==> src/rtl/k_and_s_boot_ctrl.sv <==
// rtl/k_and_s_boot_ctrl.sv - K&S core boot/run sequencer: program load, core release, halt/run-cycle tracking.
// Optional watchdog enabled by defining K_AND_S_WATCHDOG_EN.
module k_and_s_boot_ctrl #(
    parameter int ADDR_W     = 5,
    parameter int DATA_W     = 16,
    parameter int CNT_W      = 16,
    parameter int MAX_CYCLES = 1000
) (
    input  logic              clk,
    input  logic              rst_n,
    input  logic              start,
    input  logic              load_valid,
    input  logic [DATA_W-1:0] load_data,
    input  logic              load_last,
    output logic              load_ready,
    output logic              cpu_rst_n,
    input  logic              cpu_halt,
    input  logic [ADDR_W-1:0] cpu_addr,
    input  logic [DATA_W-1:0] cpu_wdata,
    input  logic              cpu_we,
    output logic [ADDR_W-1:0] ram_addr,
    output logic [DATA_W-1:0] ram_wdata,
    output logic              ram_we,
    output logic              busy,
    output logic              done,
    output logic              error,
    output logic              timeout,
    output logic [CNT_W-1:0]  cycle_count
);

    localparam logic [1:0] ST_IDLE = 2'd0;
    localparam logic [1:0] ST_LOAD = 2'd1;
    localparam logic [1:0] ST_RUN  = 2'd2;
    localparam logic [1:0] ST_DONE = 2'd3;

    localparam logic [ADDR_W-1:0] PTR_MAX = '1;
    localparam logic [CNT_W-1:0]  CNT_MAX = '1;

    logic [1:0]        state;
    logic [ADDR_W-1:0] load_ptr;
    logic              run_first;
    logic              halted;
    logic              accept;
    logic              halt_take;
    logic              wd_hit;

    assign accept    = (state == ST_LOAD) && load_valid;
    // The core is still leaving reset on its first RUN cycle, so its halt line is not trusted yet.
    assign halt_take = (state == ST_RUN) && !run_first && cpu_halt;

`ifdef K_AND_S_WATCHDOG_EN
    assign wd_hit = (state == ST_RUN) && (cycle_count == CNT_W'(MAX_CYCLES)) && !halt_take;
`else
    assign wd_hit = 1'b0;
`endif

    assign load_ready = (state == ST_LOAD);
    assign busy       = (state == ST_LOAD) || (state == ST_RUN);

    always_ff @(posedge clk or negedge rst_n) begin
        if (!rst_n) begin
            state       <= ST_IDLE;
            load_ptr    <= '0;
            cpu_rst_n   <= 1'b0;
            run_first   <= 1'b0;
            halted      <= 1'b0;
            done        <= 1'b0;
            error       <= 1'b0;
            timeout     <= 1'b0;
            cycle_count <= '0;
        end else begin
            case (state)
                ST_IDLE, ST_DONE: begin
                    if (start) begin
                        state       <= ST_LOAD;
                        load_ptr    <= '0;
                        cpu_rst_n   <= 1'b0;
                        halted      <= 1'b0;
                        done        <= 1'b0;
                        error       <= 1'b0;
                        timeout     <= 1'b0;
                        cycle_count <= '0;
                    end
                end
                ST_LOAD: begin
                    if (accept) begin
                        load_ptr <= load_ptr + 1'b1;
                        if (load_last) begin
                            state     <= ST_RUN;
                            cpu_rst_n <= 1'b1;
                            run_first <= 1'b1;
                        end else if (load_ptr == PTR_MAX) begin
                            state <= ST_DONE;
                            error <= 1'b1;
                            done  <= 1'b1;
                        end
                    end
                end
                ST_RUN: begin
                    run_first <= 1'b0;
                    if (wd_hit) begin
                        state     <= ST_DONE;
                        timeout   <= 1'b1;
                        done      <= 1'b1;
                        cpu_rst_n <= 1'b0;
                    end else begin
                        if (cycle_count != CNT_MAX) begin
                            cycle_count <= cycle_count + 1'b1;
                        end
                        if (halt_take) begin
                            state  <= ST_DONE;
                            done   <= 1'b1;
                            halted <= 1'b1;
                        end
                    end
                end
                default: state <= ST_IDLE;
            endcase
        end
    end

    // A halted core keeps the RAM port so its memory can still be inspected after the run.
    always_comb begin
        ram_addr  = '0;
        ram_wdata = '0;
        ram_we    = 1'b0;
        if (state == ST_LOAD) begin
            ram_addr  = load_ptr;
            ram_wdata = load_data;
            ram_we    = accept;
        end else if ((state == ST_RUN) || ((state == ST_DONE) && halted)) begin
            ram_addr  = cpu_addr;
            ram_wdata = cpu_wdata;
            ram_we    = cpu_we;
        end
    end

endmodule

==> config.mk <==
export PLATFORM = sky130hd
export DESIGN_NAME = k_and_s_boot_ctrl
export DESIGN_NICKNAME = d
export VERILOG_FILES = /design/src/rtl/k_and_s_boot_ctrl.sv
export SDC_FILE = /design/constraint.sdc
export NUM_CORES = 1
export LEC_CHECK = 0
export BUFFER_PORTS_ARGS = -buffer_cell sky130_fd_sc_hd__buf_2
export CAP_MARGIN = 20
export CORE_MARGIN = 2
export CORE_UTILIZATION = 25
export DETAILED_ROUTE_END_ITERATION = 7
export PLACE_DENSITY = 0.59
export SLEW_MARGIN = 20
export SYNTH_ARGS = -nofsm -noshare
export SYNTH_HDL_FRONTEND = slang
export SYNTH_SLANG_ARGS = --single-unit
==> constraint.sdc <==
create_clock -name clk -period 5.6 [get_ports clk]
set_input_delay 0.84 -clock clk [delete_from_list [all_inputs] [get_ports clk]]
set_output_delay 0.84 -clock clk [all_outputs]
set_load 0.01 [all_outputs]
==> flow_summary.json <==
{
  "synth_area_leader_cell": "dfrtp_1",
  "synth_ff_type": "dfrtp_1",
  "p_int_uw": 589,
  "cts_sinks": 28,
  "cp_data_arrival_time_ps": 2680,
  "grt_pass1_vias": 1799,
  "drtPass1Iterations": 4,
  "crit_family": "adder cells",
  "cts_tree": "built",
  "fin_crit_ps": 3520,
  "hold_viol": 0,
  "area_delta_synth_final_pct": 27.7,
  "max_freq_mhz": 284,
  "worst_path_max_delay_cell": "ha_1",
  "max_slew_margin_pct": 40.2,
  "cellPowerDensity_nw_per_um2": 432,
  "path_cells": "inv_1 -> ha_1 -> a21oi_1 -> nor2_2 -> a22o_1 -> buf_2",
  "hpwl_um": 4230,
  "avgSynthCellArea_um2": 9.11,
  "hold_class": "reg2reg",
  "cts_buffers": 3,
  "netSwitchingFraction_pct": 46.1,
  "clock_latency_ps": 280,
  "place_area_um2": 2450,
  "seq_power_share_pct": 24.8,
  "drv_cap": 0,
  "die-area_um2": 8640,
  "regToRegSetupSlack_ps": 3080,
  "first_iter_violations": 198,
  "drc_errors": 0,
  "p_comb_share_pct": 60.2,
  "crit_path_end_kind": "primary output",
  "routed-via-count": 2010,
  "cts_buffer_depth": 2,
  "ys.warnings.count": 0,
  "period_share_pct": 62.9,
  "rsz0062_at_grt": "no",
  "cp_data_required_time_ps": 4760,
  "critPathMaxStageDelay_ps": 740,
  "seq_area_um2": 701,
  "synth_common_cells": "a22o_1 (30), dfrtp_1 (28), nand2_1 (16), nand3_1 (12), o21ai_0 (12)",
  "fp.dieH_um": 92.9,
  "viasPerCell": 5.10,
  "reg2regPathDepth": 6,
  "whs_endpoint": "done",
  "ios": 88,
  "place_congestion": 0.818,
  "row_count": 32,
  "crit_fanout": 24,
  "coreArea_um2": 7690,
  "async_reset_ff_share_pct": 100,
  "postCtsSetupBuffers": 0,
  "fill_cells": 859,
  "port_buffers": 86,
  "worstHoldStart": "done",
  "start_util_pct": 25.7,
  "final_area_um2": 2520,
  "p_sw_uw": 503,
  "grt_overflow_total": 0,
  "power_frac_clock_pct": 14.9,
  "ir_drop_uv": 196,
  "synth_top_cell_area_share_pct": 35.4,
  "setup_violations": 0,
  "grtUsageTotal_pct": 12.9,
  "ys_types": 47,
  "multi_input_area_um2": 1150,
  "crit_type": "reg2out",
  "synth_fp_nets": 268,
  "synth_seq_cells": 28,
  "fin_util_pct": 32.8,
  "wl_per_cell_um": 14.7,
  "drv_slew": 0,
  "hold_depth": 1,
  "diodes": 0,
  "cts_root_buf": "clkbuf_8",
  "cts-resized-gates": 0,
  "skew_ps": 4.34,
  "dpl_worst_slack_ps": 2410,
  "syn_inst": 217,
  "reg2reg_to": "cycle_count[14]",
  "leakage_nw": 1.28,
  "path_clk_slew_ps": 100,
  "synth_most_common_cell": "a22o_1",
  "critPathLaunchType": "flop",
  "grt_pass1_wl_um": 9140,
  "status": "complete, no violations",
  "r2r_start": "state[0]",
  "cts_hold_buf": 0,
  "htreeDepth": 1,
  "postRouteAntennaNets": 0,
  "die_x_um": 92.9,
  "drive_gt1_share_pct": 34.2,
  "setup_slack_ps": 2080,
  "synth_edf_count": 0,
  "tightest_slew_ps": 897,
  "final_nets": 344,
  "tns_ps": 0,
  "antenna_found_initial": 0,
  "totalWireLength_um": 5780,
  "grt_max_degree": 38,
  "critPathBufInv": 2,
  "syn-cell-area_um2": 1980,
  "synth_area_leaders": "dfrtp_1 (35%), a22o_1 (13%), ha_1 (4.4%)",
  "synth.yosys.seq_area_share_pct": 35.4
}
-- flip-flops by register name (all words and copies together), names as in the netlist --
| register | count |
|---|---|
| cycle_count | 16 |
| load_ptr | 5 |
| state | 2 |
| cpu_rst_n | 1 |
| done | 1 |
| error | 1 |
| halted | 1 |
| run_first | 1 |
-- stage by stage --
stage                     hold WS (ps)  instances  power (mW)
after floorplan                    500        217       0.726
after global placement             481        390       0.920
after detailed placement           500        390       0.929
after CTS                          520        394        1.10
after global routing               543        394        1.18
final                              520        394        1.09
-- cell families (layout without fill, tap and decap cells) --
group                      after synthesis  after routing  share of synthesized area (%)
AOI/OAI and AO/OA                       80             80                           32.3
adders and majority gates                7              7                           4.43
buffers and inverters                   27            102                           6.71
DFF                                     28             28                           35.4
muxes                                    5              5                           2.59
other                                    1              1                          0.190
and+or+nand+nor                         69             69                           18.4
-- per-layer routing --
| metal | global-route usage [%] | part of all wire (%) | vias up |
|---|---|---|---|
| li1 | - | - | 990 |
| met1 | 19.5 | 48 | 972 |
| met2 | 19.2 | 48 | 41 |
| met3 | 1.38 | 2.8 | 7 |
| met4 | 3.80 | 1.2 | 0 |
| met5 | 0 | 0 | - |
-- worst reg2reg max path: stages, from the launching register on --
cell and delay (ps):
dfrtp_1 430, inv_1 70, ha_1 740, mux2i_1 460, or3_1 450, o221ai_1 150, o41ai_1 110
-- how the worst max path moves through the flow --
stage / depth (start not counted) / endpoint / from / slack (ps)
2_1_floorplan: 5 / ram_wdata[10] / state[0] / 3240
3_3_place_gp: 6 / ram_addr[2] / state[0] / 2130
3_5_place_dp: 6 / ram_wdata[3] / state[0] / 2410
4_1_cts: 6 / ram_wdata[3] / state[0] / 2100
5_1_grt: 6 / ram_wdata[13] / state[0] / 1840
6_report: 6 / ram_wdata[3] / state[0] / 2080
-- placed cells by master, fill, tap and decap left out, types with 2 or more instances in the layout --
cell        n
buf_2      86
a22o_1     30
dfrtp_1    28
nand2_1    16
nand3_1    12
o21ai_0    12
inv_1      11
nor3_1      8
and3_1      7
a21oi_1     7
ha_1        7
nor2_1      6
o221ai_1    5
nand4_1     4
mux2i_1     4
nor2b_1     3
nor4_1      3
a211o_1     3
or3_1       3
clkbuf_8    3
a21o_1      2
a41oi_1     2
o41ai_1     2
a2bb2oi_1   2
o211ai_1    2
a31oi_1     2
-- power by group through the flow --
stage	logic (mW)	registers [mW]	clock network [mW]
after floorplan	0.452	0.274	0
after global placement	0.647	0.273	0
after detailed placement	0.655	0.274	0
after CTS	0.657	0.270	0.168
after global routing	0.722	0.277	0.176
final	0.658	0.271	0.163
-- final cells by class --
type,count,share of cell area (%)
clock buffer,3,1.64
clock inverter,1,1.19
inverter,11,1.64
timing repair buffer,87,17.3
sequential,28,27.8
tap,102,5.05
multi-input combinational,162,45.4
Power figures use the tool's default switching activity.
